**src/rtl/instr_fetch_unit.sv**
```systemverilog
// Instruction fetch unit: owns the PC, fetches one word at a time over a req/ack
// handshake, and holds the decoded opcode until the datapath accepts it.
module instr_fetch_unit #(
    parameter int unsigned        ADDR_W   = 12,
    parameter int unsigned        INSTR_W  = 19,
    parameter logic [ADDR_W-1:0]  RESET_PC = '0
) (
    input  logic               clk,
    input  logic               rst_n,
    output logic               imem_req,
    output logic [ADDR_W-1:0]  imem_addr,
    input  logic [INSTR_W-1:0] imem_rdata,
    input  logic               imem_ack,
    output logic [5:0]         instruction,
    output logic [INSTR_W-1:0] instr_word,
    output logic               instr_valid,
    input  logic               instr_accept,
    input  logic               sel_PCSCrc_plus1,
    input  logic               sel_PCSCrc_const,
    input  logic               sel_ALUScr_offset,
    input  logic               branch_taken,
    input  logic [ADDR_W-1:0]  jump_target,
    input  logic [ADDR_W-1:0]  branch_offset,
    output logic [ADDR_W-1:0]  pc,
    output logic               illegal_op
);

    localparam int unsigned OP_W  = 6;
    localparam int unsigned OP_LO = INSTR_W - OP_W;

    typedef enum logic [1:0] {
        S_FETCH = 2'd0,
        S_WAIT  = 2'd1,
        S_ISSUE = 2'd2
    } state_t;

    state_t             state;
    logic [ADDR_W-1:0]  next_pc_c;
    logic               illegal_c;

    // Next-PC selection; constant jump wins, then conditional offset, then plus-one.
    always_comb begin
        next_pc_c = pc + ADDR_W'(1);
        illegal_c = 1'b0;
        if (sel_PCSCrc_const) begin
            next_pc_c = jump_target;
        end else if (sel_ALUScr_offset) begin
            if (branch_taken) begin
                next_pc_c = pc + branch_offset;
            end
        end else if (!sel_PCSCrc_plus1) begin
            illegal_c = 1'b1;
        end
    end

    // Fetch/issue sequencer with registered outputs.
    always_ff @(posedge clk or negedge rst_n) begin
        if (!rst_n) begin
            state       <= S_FETCH;
            pc          <= RESET_PC;
            imem_req    <= 1'b0;
            imem_addr   <= RESET_PC;
            instruction <= '0;
            instr_word  <= '0;
            instr_valid <= 1'b0;
            illegal_op  <= 1'b0;
        end else begin
            illegal_op <= 1'b0;
            case (state)
                S_FETCH: begin
                    imem_req  <= 1'b1;
                    imem_addr <= pc;
                    state     <= S_WAIT;
                end
                S_WAIT: begin
                    if (imem_ack) begin
                        instr_word  <= imem_rdata;
                        instruction <= imem_rdata[INSTR_W-1:OP_LO];
                        instr_valid <= 1'b1;
                        imem_req    <= 1'b0;
                        state       <= S_ISSUE;
                    end
                end
                S_ISSUE: begin
                    // Selects and branch operands only matter on the accept cycle.
                    if (instr_accept) begin
                        instr_valid <= 1'b0;
                        pc          <= next_pc_c;
                        illegal_op  <= illegal_c;
                        state       <= S_FETCH;
                    end
                end
                default: begin
                    state <= S_FETCH;
                end
            endcase
        end
    end

endmodule

```
**config.mk**
```make
export PLATFORM = sky130hd
export DESIGN_NAME = instr_fetch_unit
export DESIGN_NICKNAME = d
export VERILOG_FILES = /design/src/rtl/instr_fetch_unit.sv
export SDC_FILE = /design/constraint.sdc
export NUM_CORES = 1
export LEC_CHECK = 0
export ABC_AREA = 1
export BUFFER_PORTS_ARGS = -buffer_cell sky130_fd_sc_hd__buf_2
export CAP_MARGIN = 5
export CORE_MARGIN = 1
export CORE_UTILIZATION = 29
export CTS_CLUSTER_SIZE = 14
export DETAILED_ROUTE_END_ITERATION = 8
export GPL_TIMING_DRIVEN = 1
export PLACE_DENSITY = 0.59
export SETUP_SLACK_MARGIN = 0.1
export SYNTH_ARGS = -nofsm -noshare
export SYNTH_HDL_FRONTEND = slang
export SYNTH_SLANG_ARGS = --single-unit
```
**constraint.sdc**
```tcl
create_clock -name clk -period 5.65 [get_ports clk]
set_input_delay 0.565 -clock clk [delete_from_list [all_inputs] [get_ports clk]]
set_output_delay 0.565 -clock clk [all_outputs]
set_load 0.005 [all_outputs]
```
==> results.md <==
- The worst min-delay path startpoint is imem_ack.
- In the final design database the tool counted approximately 570 nets.
- Counting instances, the worst hold path has a depth of 2.
- In the routed design, unresolved DRC markers number 0.
- The worst slew slack as a fraction of its limit is 26.69%.
- The critical path starts at state[0].
- Data arrives at the worst endpoint at 2310 ps.
- For the worst setup path, the data required time is roughly 5900 ps.
- The routability congestion estimate is between 0.8 and 0.9.
- In this run the static leakage power is between 2 and 2.5 nW.
- The yosys synthesis warning count is 0.
- Entering global routing, the biggest net connects slightly below 50 pins.
- The number of clock buffers added by TritonCTS is 5.
- The summed area of non-filler cells in the final layout is between 0.003 and 0.004 mm².
- Cells with a size suffix above 1 make up between 20% and 30% of the layout.
- The clock period could shrink to approximately 2100 ps.
- For the final database, setup skew stands at about 5.0 ps.
- The number of antenna diodes in the final layout is 0.
- The total overflow left after global routing is 0.
- After synthesis, flip-flops and latches occupy between 40% and 50% of the total area.
- The hold path endpoint is state[0].
- The width of the chip is 103.1 µm.
- In this run, synthesis produced a sequential element count of between 40 and 50.
- The classification of the worst-slack hold path is primary input to flip-flop.
- The number of distinct library cells after synthesis is 33.
- The share of the clock period used by the worst path is 36.72%.
- The first detailed-routing pass ran for 4 iterations.
- The worst setup slack for register-to-register paths is 3580 ps.
- The first-pass GRT wire length is 12,830 µm.
- Setup repair after global routing left no endpoint under its margin.
- The first-iteration detailed-routing DRC count is about 120.
- VDD sags by at most between 0.00015 and 0.0002 V.
- The number of nets still failing antenna checks after routing is 0.
- TritonCTS built the clock tree.
- The total power consumption of the routed design is roughly 0.0018 W.
- The clock passes through at most 2 buffers.
- The initial utilization of the core area, before any placement, comes to about 30%.
- The count of maximum capacitance violations is 0.
- The clock slew at the register clock pins of the worst setup and hold paths is approximately 90 ps.
- The worst reg2reg path startpoint is state[0].
- The flow ran to the end, and the final reports show no timing, DRC or antenna violations.
- Dividing the detail-routed wire length by the instance count gives about 13 µm.
- The area of the multi-input gates is 0.001476 mm².
- The number of instances in the synthesized netlist is around 420.
- In the global route stage, overall resource usage came out at between 10% and 20%.
- The area taken by flip-flops and latches is about 0.0012 mm².
- The top cell types in the final layout, fill and taps aside, are nand2_1 (161), buf_2 (102), dfrtp_1 (48).
- Adding up every negative setup slack in the final design gives 0 ps.
- In this run the tool buffered the top-level ports with approximately 100 buffer cells.
- The via count of the first global-routing pass is ~2.6k.
- The number of hold buffers added after cts is 0.
- The clock drives 48 sinks.
- The layout has around 1.1k filler cells.
- The number of gates resized after CTS is 0.
- The final route contains approximately 2.9k vias.
- Hold is met by roughly 450 ps.
- After legalization and detailed placement, the total HPWL measured between 6000 and 7000 µm.
- The type of element launching the critical path is a flip-flop.
- The depth of the worst register-to-register path is 4.
- The count of final hold-check violations is 0.
- The capturing element type of the critical path is a flip-flop.
- When the netlist entered floorplanning its net count stood at roughly 480.
- The root buffer cell chosen for the clock tree is clkbuf_8.
- The per-cell via count in the routed design is approximately 4.5.
- After detailed routing, the total wire length is between 8000 and 9000 µm.
- Setup violations remaining at the end of the flow were counted as 0.
- The post-detailed-placement cell area is roughly 0.0035 mm².
- After floorplanning, the core was sized to cover between 0.009 and 0.01 mm².
- The H-tree was split into 2 levels.
- Leaving out fill and tap cells, the most frequent cell in the layout is nand2_1.
- The maximum frequency from static timing analysis is 481.9 MHz.
- The transition time at the pin with the least slew margin is 1100 ps.
- The count of buffers added by post-CTS timing repair for setup is 0.
- The number of antenna violations at the first check in global routing came to 0.
- The power density over the cells is about 500 mW/mm².
- The cell area that synthesis handed to floorplanning was a little under 0.003 mm².
- Clock latency on the worst-skew pair, taken at its later pin, is around 300 ps.
- The type of the worst setup path is flip-flop to flip-flop.
- The area growth from synthesis to layout is 23.25%.
- The top fanout value on the critical path is 22.
- The die covers 0.01063 mm².
- The capture point of the worst reg-to-reg path is instruction[3].
- Measured along the y axis, the die boundary spans just over 100 µm.
- The initialized floorplan defines 36 standard-cell rows.
- The count of final max-slew check failures came to 0.
- The average instance in the mapped netlist occupies between 7 and 8 µm².
- between 100 and 150 I/O pins were placed.
## power by group
group          switching, W  leakage, nW  internal [W]
Clock              0.000116       0.0614      0.000145
Sequential         0.000151        0.590      0.000504
Combinational      0.000536         1.42      0.000370
Total              0.000802         2.08       0.00102
## through the flow
step | std cells | utilization (%) | worst slack (ps)
floorplan | 415 | - | 3721
global placement | 634 | 35.82 | 3419
detailed placement | 634 | 35.82 | 3397
CTS | 642 | 37.05 | 3547
global route | 642 | 37.05 | 3276
finish | 642 | 37.05 | 3575
## cell usage after synthesis
| library cell | n | area (µm²) |
|---|---|---|
| nand2_1 | 161 | 604.3 |
| nand3_2 | 1 | 10.01 |
| a21oi_1 | 10 | 50.05 |
| or2_2 | 1 | 6.260 |
| inv_4 | 1 | 6.260 |
| inv_2 | 4 | 15.01 |
| nand3_1 | 32 | 160.2 |
| xor2_1 | 3 | 26.28 |
| a21boi_2 | 1 | 11.26 |
| nand2_2 | 1 | 6.260 |
| fa_1 | 1 | 20.02 |
| nor3_4 | 2 | 32.53 |
| nor2_1 | 32 | 120.1 |
| o22ai_1 | 3 | 18.77 |
| o31ai_1 | 1 | 7.510 |
| nor3_1 | 1 | 5.000 |
| a31oi_1 | 2 | 12.51 |
| nand4_1 | 5 | 31.28 |
| inv_1 | 42 | 157.7 |
| buf_6 | 3 | 33.78 |
| o21ai_0 | 28 | 140.1 |
| nor2_4 | 1 | 11.26 |
| dfrtp_1 | 48 | 1201 |
| o311a_1 | 1 | 10.01 |
| buf_2 | 3 | 15.01 |
| nor4_2 | 1 | 12.51 |
| xnor2_1 | 1 | 8.760 |
| ha_1 | 12 | 150.1 |
| o21bai_1 | 1 | 7.510 |
| clkbuf_1 | 4 | 15.01 |
| nor2_2 | 1 | 6.260 |
| buf_4 | 6 | 45.04 |
| a21o_1 | 1 | 7.510 |
## final cells by class
| class | instances | area share, % |
|---|---|---|
| well taps | 133 | 4.553 |
| clock buffers | 6 | 2.259 |
| repair buffers | 102 | 13.97 |
| inverters | 47 | 4.896 |
| flip-flops and latches | 48 | 32.87 |
| clock inverters | 2 | 1.061 |
| multi-input cells | 304 | 40.40 |
## critical path, cell delays in order (launching register included)
cell and delay, ps:
dfrtp_1 470, nand3_1 630, inv_1 720, nand2_1 120
nand2_1 80
## state kept, by name, summed over array words and instances, names as in the netlist
| name | count |
|---|---|
| instr_word | 14 |
| imem_req | 1 |
| illegal_op | 1 |
| instruction | 5 |
| state | 2 |
| imem_addr | 12 |
| instr_valid | 1 |
| pc | 12 |
## how the worst max path moves through the flow
stage	end	cells past startpoint	slack [ps]
after global placement	instr_word[18]	5	3420
after global routing	instr_word[18]	4	3280
after floorplan	pc[6]	13	3720
after detailed placement	instruction[3]	5	3400
after CTS	instr_word[18]	4	3550
final	instruction[3]	4	3580
## kinds of logic after synthesis
| family | count (synthesis) | share of synthesized area [%] |
|---|---|---|
| compound gates | 48 | 8.945 |
| simple gates | 239 | 33.92 |
| fa+ha+maj | 13 | 5.738 |
| buf+inv | 63 | 9.704 |
| xor+xnor | 4 | 1.182 |
| flops | 48 | 40.51 |
## per-layer routing
| metal | GRT usage (%) | part of all wire (%) | up-vias |
|---|---|---|---|
| li1 | - | - | 1493 |
| met1 | 21.93 | 47 | 1304 |
| met2 | 25.54 | 48 | 66 |
| met3 | 2.169 | 4.2 | 6 |
| met4 | 3.250 | 0.90 | 0 |
| met5 | 0 | 0 | - |
Power figures use the tool's default switching activity.
